==> config.mk <==
export PLATFORM = sky130hd
export DESIGN_NAME = sun_scan_controller
export DESIGN_NICKNAME = d
export VERILOG_FILES = /design/src/rtl/sunflower_pkg.sv /design/src/rtl/scan_timer.sv /design/src/rtl/sun_scan_controller.sv
export SDC_FILE = /design/constraint.sdc
export NUM_CORES = 1
export LEC_CHECK = 0
export ABC_CLOCK_PERIOD_IN_PS = 4000
export CORE_ASPECT_RATIO = 1.1
export CORE_UTILIZATION = 32
export CTS_BUF_LIST = sky130_fd_sc_hd__clkbuf_8
export CTS_CLUSTER_SIZE = 40
export DETAILED_ROUTE_END_ITERATION = 8
export SLEW_MARGIN = 0
export SYNTH_ARGS = -nofsm -noshare
export SYNTH_HDL_FRONTEND = slang
export SYNTH_SLANG_ARGS = --single-unit
==> constraint.sdc <==
create_clock -name clk -period 4 [get_ports clk]
set_input_delay 0.4 -clock clk [delete_from_list [all_inputs] [get_ports clk]]
set_output_delay 0.4 -clock clk [all_outputs]
set_load 0.02 [all_outputs]
==> src/rtl/sunflower_pkg.sv <==
// Shared types and default widths for the sunflower mount scan logic.
// Latency: n/a (types and constants only).
// Backpressure: n/a.
package sunflower_pkg;

   localparam int DEF_ADC_W   = 12;
   localparam int DEF_ANGLE_W = 8;

   typedef logic [DEF_ANGLE_W-1:0] angle_t;

   typedef enum logic [2:0] {
      IDLE,
      SETTLE,
      SAMPLE,
      PARK_SETTLE,
      FINISH
   } scan_state_t;

endpackage

==> src/rtl/scan_timer.sv <==
// Load/decrement down-counter; expired is high while the count sits at zero.
// Latency: a load of N reports expired on the (N+1)th cycle after the load edge.
// Backpressure: none; load has priority over counting.
module scan_timer #(
   parameter int W = 16
) (
   input  logic         clk,
   input  logic         reset,
   input  logic         load,
   input  logic [W-1:0] load_val,
   output logic         expired
);

   logic [W-1:0] count;

   // Count down to zero and hold there until the next load.
   always_ff @(posedge clk or posedge reset) begin
      if (reset) begin
         count <= '0;
      end else if (load) begin
         count <= load_val;
      end else if (count != '0) begin
         count <= count - W'(1);
      end
   end

   assign expired = (count == '0);

endmodule

==> src/rtl/sun_scan_controller.sv <==
// Raster-sweeps the theta/phi grid, samples the ADC at each point, tracks the peak, then parks there.
// Latency: first sample_req is 1+SETTLE_CYCLES cycles after start; done 1 cycle after park settling.
// Backpressure: waits on adc_valid per point up to TIMEOUT_CYCLES; abort exits to IDLE from any state.
module sun_scan_controller
   import sunflower_pkg::*;
#(
   parameter int ADC_W          = DEF_ADC_W,
   parameter int ANGLE_W        = DEF_ANGLE_W,
   parameter int THETA_MIN      = 0,
   parameter int THETA_MAX      = 180,
   parameter int PHI_MIN        = 0,
   parameter int PHI_MAX        = 90,
   parameter int STEP           = 10,
   parameter int SETTLE_CYCLES  = 50000,
   parameter int TIMEOUT_CYCLES = 1000
) (
   input  logic               clk,
   input  logic               reset,
   input  logic               start,
   input  logic               abort,
   input  logic [ADC_W-1:0]   adc_data,
   input  logic               adc_valid,
   output logic               sample_req,
   output logic [ANGLE_W-1:0] theta,
   output logic [ANGLE_W-1:0] phi,
   output logic               busy,
   output logic               done,
   output logic [ADC_W-1:0]   best_value,
   output logic [ANGLE_W-1:0] best_theta,
   output logic [ANGLE_W-1:0] best_phi,
   output logic               sample_err
);

   localparam int TMAX = (SETTLE_CYCLES > TIMEOUT_CYCLES) ? SETTLE_CYCLES : TIMEOUT_CYCLES;
   localparam int TW   = $clog2(TMAX + 1);
   localparam logic [TW-1:0]      SETTLE_LD = TW'(SETTLE_CYCLES - 1);
   localparam logic [TW-1:0]      TMO_LD    = TW'(TIMEOUT_CYCLES - 1);
   // One extra bit on the step sums so theta/phi near the top of the range cannot wrap.
   localparam logic [ANGLE_W:0]   STEP_X    = (ANGLE_W+1)'(STEP);
   localparam logic [ANGLE_W:0]   THETA_LIM = (ANGLE_W+1)'(THETA_MAX);
   localparam logic [ANGLE_W:0]   PHI_LIM   = (ANGLE_W+1)'(PHI_MAX);
   localparam logic [ANGLE_W-1:0] THETA_ORG = ANGLE_W'(THETA_MIN);
   localparam logic [ANGLE_W-1:0] PHI_ORG   = ANGLE_W'(PHI_MIN);

   scan_state_t        state, state_nxt;
   logic [ANGLE_W-1:0] theta_nxt, phi_nxt, best_theta_nxt, best_phi_nxt;
   logic [ADC_W-1:0]   best_value_nxt;
   logic               sample_err_nxt;
   logic               settle_load, tmo_load, settle_exp, tmo_exp;
   logic [ANGLE_W:0]   theta_sum, phi_sum;

   assign theta_sum = {1'b0, theta} + STEP_X;
   assign phi_sum   = {1'b0, phi} + STEP_X;

   scan_timer #(.W(TW)) u_settle_timer (
      .clk      (clk),
      .reset    (reset),
      .load     (settle_load),
      .load_val (SETTLE_LD),
      .expired  (settle_exp)
   );

   scan_timer #(.W(TW)) u_timeout_timer (
      .clk      (clk),
      .reset    (reset),
      .load     (tmo_load),
      .load_val (TMO_LD),
      .expired  (tmo_exp)
   );

   // Next-state, datapath updates and state-decoded outputs.
   always_comb begin
      state_nxt      = state;
      theta_nxt      = theta;
      phi_nxt        = phi;
      best_value_nxt = best_value;
      best_theta_nxt = best_theta;
      best_phi_nxt   = best_phi;
      sample_err_nxt = sample_err;
      settle_load    = 1'b0;
      tmo_load       = 1'b0;
      sample_req     = (state == SAMPLE);
      busy           = (state != IDLE);
      done           = (state == FINISH);

      case (state)
         IDLE: begin
            if (start && !abort) begin
               state_nxt      = SETTLE;
               theta_nxt      = THETA_ORG;
               phi_nxt        = PHI_ORG;
               best_value_nxt = '0;
               best_theta_nxt = THETA_ORG;
               best_phi_nxt   = PHI_ORG;
               sample_err_nxt = 1'b0;
               settle_load    = 1'b1;
            end
         end
         SETTLE: begin
            if (abort) begin
               state_nxt = IDLE;
            end else if (settle_exp) begin
               state_nxt = SAMPLE;
               tmo_load  = 1'b1;
            end
         end
         SAMPLE: begin
            if (abort) begin
               state_nxt = IDLE;
            end else if (adc_valid || tmo_exp) begin
               // A timed-out point counts as zero, so it can never become the best.
               if (adc_valid) begin
                  if (adc_data > best_value) begin
                     best_value_nxt = adc_data;
                     best_theta_nxt = theta;
                     best_phi_nxt   = phi;
                  end
               end else begin
                  sample_err_nxt = 1'b1;
               end
               settle_load = 1'b1;
               if (theta_sum <= THETA_LIM) begin
                  theta_nxt = theta_sum[ANGLE_W-1:0];
                  state_nxt = SETTLE;
               end else if (phi_sum <= PHI_LIM) begin
                  theta_nxt = THETA_ORG;
                  phi_nxt   = phi_sum[ANGLE_W-1:0];
                  state_nxt = SETTLE;
               end else begin
                  // Park on the best point including this final sample.
                  theta_nxt = best_theta_nxt;
                  phi_nxt   = best_phi_nxt;
                  state_nxt = PARK_SETTLE;
               end
            end
         end
         PARK_SETTLE: begin
            if (abort) begin
               state_nxt = IDLE;
            end else if (settle_exp) begin
               state_nxt = FINISH;
            end
         end
         FINISH: begin
            state_nxt = IDLE;
         end
         default: begin
            state_nxt = IDLE;
         end
      endcase
   end

   // State and datapath registers.
   always_ff @(posedge clk or posedge reset) begin
      if (reset) begin
         state      <= IDLE;
         theta      <= THETA_ORG;
         phi        <= PHI_ORG;
         best_value <= '0;
         best_theta <= THETA_ORG;
         best_phi   <= PHI_ORG;
         sample_err <= 1'b0;
      end else begin
         state      <= state_nxt;
         theta      <= theta_nxt;
         phi        <= phi_nxt;
         best_value <= best_value_nxt;
         best_theta <= best_theta_nxt;
         best_phi   <= best_phi_nxt;
         sample_err <= sample_err_nxt;
      end
   end

endmodule

==> flow_summary.ini <==
[clock_tree]
cts_resized = 0
postCtsSetupRepairBufs = 0
cts_sinks = 80
cts_tree = done
cts.path.max_buffers = 2
htreeDepth = 3
root_buffer = clkbuf_8
cts.hold.buffers_added = 0
cts.clk_slew.worst_paths_ns = 0.09
cts_buffers = 9
clkLatencyLatePin_ns = 0.36

[synthesis]
synth.distinct_cells = 62
synth_area_sq_mm = 0.004442
yosys.area_share.adder = 0.04507
ys_seq_area_frac = 0.4507
synth_edf_count = 0
synth_top_family_by_area = compound AO/OA/AOI/OAI gates
yosys_warnings = 0
avgSynthCellArea_sq_um = 9.915
ys_ff_latch = 80
netlist_top_cells_area = dfrtp_1, a22o_1, ha_1, nand2_1, xnor2_1
synthFlopType = dfrtp_1
muxShareOfSynthArea = 0.02141
synth_compound_area_frac = 0.2023
synth_top_area_cell = dfrtp_1
synth_nets = 481
synthArstFlopShare = 1.000
yosys.area_share.simple = 0.1870
synthXorXnorAreaFrac = 0.05127
postSynthCellCount = 448
yosysTopAreaCellShare = 0.4507

[die]
pin_count = 65
start_util = 0.3320
core_sq_mm = 0.01338
fp.dieH_um = 125.6
rows = 44
die_area_sq_mm = 0.01436
dieWidth_um = 114.3

[outcome]
status = finished clean

[route]
viasPerCell = 5.239
routed_wl_um = 10700
top_layer = met4
wl_per_cell_um = 15.33
first_iter_violations = 187
met3_length_um = 398
drc = 0
dr_wl_met2_um = 5022
ant_nets = 0
drt-pass1-iter-count = 4
num_vias = 3657
wl_met1_um = 5081

[grt]
grt_pass1_vias = 3628
grt_first_pass_wirelength_um = 18310
grt.overflow.total = 0
antenna_found_initial = 0
grt_usage = 0.1613
grt_max_degree = 46

[critical_path]
crit_fanout = 10
reg2reg_to = phi[1]
cp-start-kind = register
cp.arrival_ns = 3.27
worstPathRequired_ns = 4.25
critical_path_class = reg2reg
endpoint_kind = register
timing.rr.start = theta[1]
rr_worst_depth = 9
r2r_slack_ns = 0.98

[placed_design]
gp_congestion = 0.8408
pre_cts_slack_ns = 0.7863
dp_hpwl_um = 7748
port_buffers = 64
dp.cells = 683

[cells_and_area]
antenna_cells = 0
num-nets-final = 543
drive_gt1_frac = 0.09339
layoutNonFillerInstCount = 698
multi_input_area_sq_mm = 0.002252
fill_cells = 1312
regArea_sq_mm = 0.002002
synthToLayoutAreaGrowth_pct = 22.42

[timing]
rsz0062_at_grt = no
max_clock_freq_mhz = 331.3
fin_crit_ns = 3.018
hold_viol = 0
worst_slack_ns = 0.9817
clock_skew_ns = 0.01264
period_share = 0.7546
worst_pin_slew_ns = 0.8915
slew_headroom = 0.3973
final_max_slew_viol_count = 0
setup_violations = 0
tns_ns = 0

[power_and_ir_drop]
power_density_mw_per_mm2 = 289.1
ir_drop_mv = 0.1961
p_leak_uw = 0.002205

[job]
cap_violations = 0

[min_path]
hp-class = in2async
-- routing by layer --
layer,vias to the layer above,global-route usage
met5,-,0
met4,0,0.06264
met3,18,0.02181
met2,87,0.2563
met1,1806,0.2215
li1,1746,-
-- flip-flops by register name, indices dropped and copies added, names as in the netlist --
signal                 count
theta                      8
state                      3
u_timeout_timer.count     16
sample_err                 1
best_phi                   8
phi                        8
best_value                12
u_settle_timer.count      16
best_theta                 8
-- cells by family (layout without fill, tap and decap cells) --
logic type,count (synthesis),in the layout
DFF,80,80
AOI/OAI and AO/OA,117,117
muxes,9,9
and+or+nand+nor,155,155
xor gates and xnor gates,26,26
adders and majority gates,16,16
buffers and inverters,45,111
-- synth_stat cells, types with 5 or more instances --
cell type	n
xor2_1	10
a21oi_1	17
a22o_1	29
nand2b_1	6
or3_1	5
nand4_1	7
inv_1	24
o21ai_0	19
dfrtp_1	80
a21o_1	10
or2_2	5
buf_2	6
xnor2_1	16
nand3_1	9
clkbuf_1	12
nor3_1	13
nand2_1	41
o211ai_1	5
ha_1	16
nor2_1	34
mux2i_1	5
-- final cells by class --
| cell class | instances | area share |
|---|---|---|
| multi-input cells | 323 | 0.4142 |
| flip-flops and latches | 80 | 0.3682 |
| repair buffers | 72 | 0.1289 |
| well taps | 184 | 0.04234 |
| clock buffers | 9 | 0.02278 |
| inverters | 24 | 0.01680 |
| clock inverters | 6 | 0.006903 |
-- power breakdown --
part           switching (uW)  internal (uW)
Sequential               28.8            839
Combinational             100           76.2
Clock                     309            218
-- worst max path at each step --
stage | to | slack (ns) | depth (start not counted) | start
2_1_floorplan | phi[7] | 1.26 | 10 | theta[2]
3_5_place_dp | best_value[11] | 0.79 | 10 | adc_data[11]
6_report | phi[1] | 0.98 | 9 | theta[1]
4_1_cts | best_value[6] | 0.99 | 9 | u_timeout_timer.count[0]
3_3_place_gp | best_value[1] | 0.82 | 10 | adc_data[11]
5_1_grt | phi[1] | 0.68 | 9 | theta[1]
-- worst max-delay path: stages (launching register included) --
cell and delay [ns]:
dfrtp_1 0.53, ha_1 0.40, a211oi_1 0.10, o41ai_1 0.36
nand3_1 0.17, a21oi_1 0.41, buf_4 0.26, nand2b_1 0.36
o31ai_1 0.13, a22o_1 0.18
-- layout by cell type, fill, tap and decap left out, types with 3 or more instances in the layout --
cell type        instances
dfrtp_1                 80
clkdlybuf4s50_1         64
nand2_1                 41
nor2_1                  34
a22o_1                  29
inv_1                   23
o21ai_0                 19
a21oi_1                 17
xnor2_1                 16
ha_1                    16
nor3_1                  13
a21o_1                  10
xor2_1                  10
nand3_1                  9
clkbuf_8                 9
buf_4                    8
nand4_1                  7
nand2b_1                 6
o211ai_1                 5
or3_1                    5
mux2i_1                  5
or2_2                    5
and3_1                   4
a211o_1                  4
mux2_2                   4
a22oi_1                  4
or4_1                    4
nor2b_1                  4
nor3_2                   4
clkinv_2                 4
o21a_1                   3
a221o_1                  3
a211oi_1                 3
nor4_1                   3
o31ai_1                  3
and2_1                   3
clkinvlp_4               3
-- stage by stage --
step	area, sq um	util	hold WS [ns]	power (uW)
floorplan	4442	-	0.4743	995.7
global placement	5276	0.3944	0.4968	1057
detailed placement	5276	0.3944	0.4955	1062
CTS	5438	0.4065	0.5199	1584
global route	5438	0.4065	0.5578	1651
finish	5438	0.4065	0.5075	1572
No activity file was read; power rests on OpenSTA's default activity.
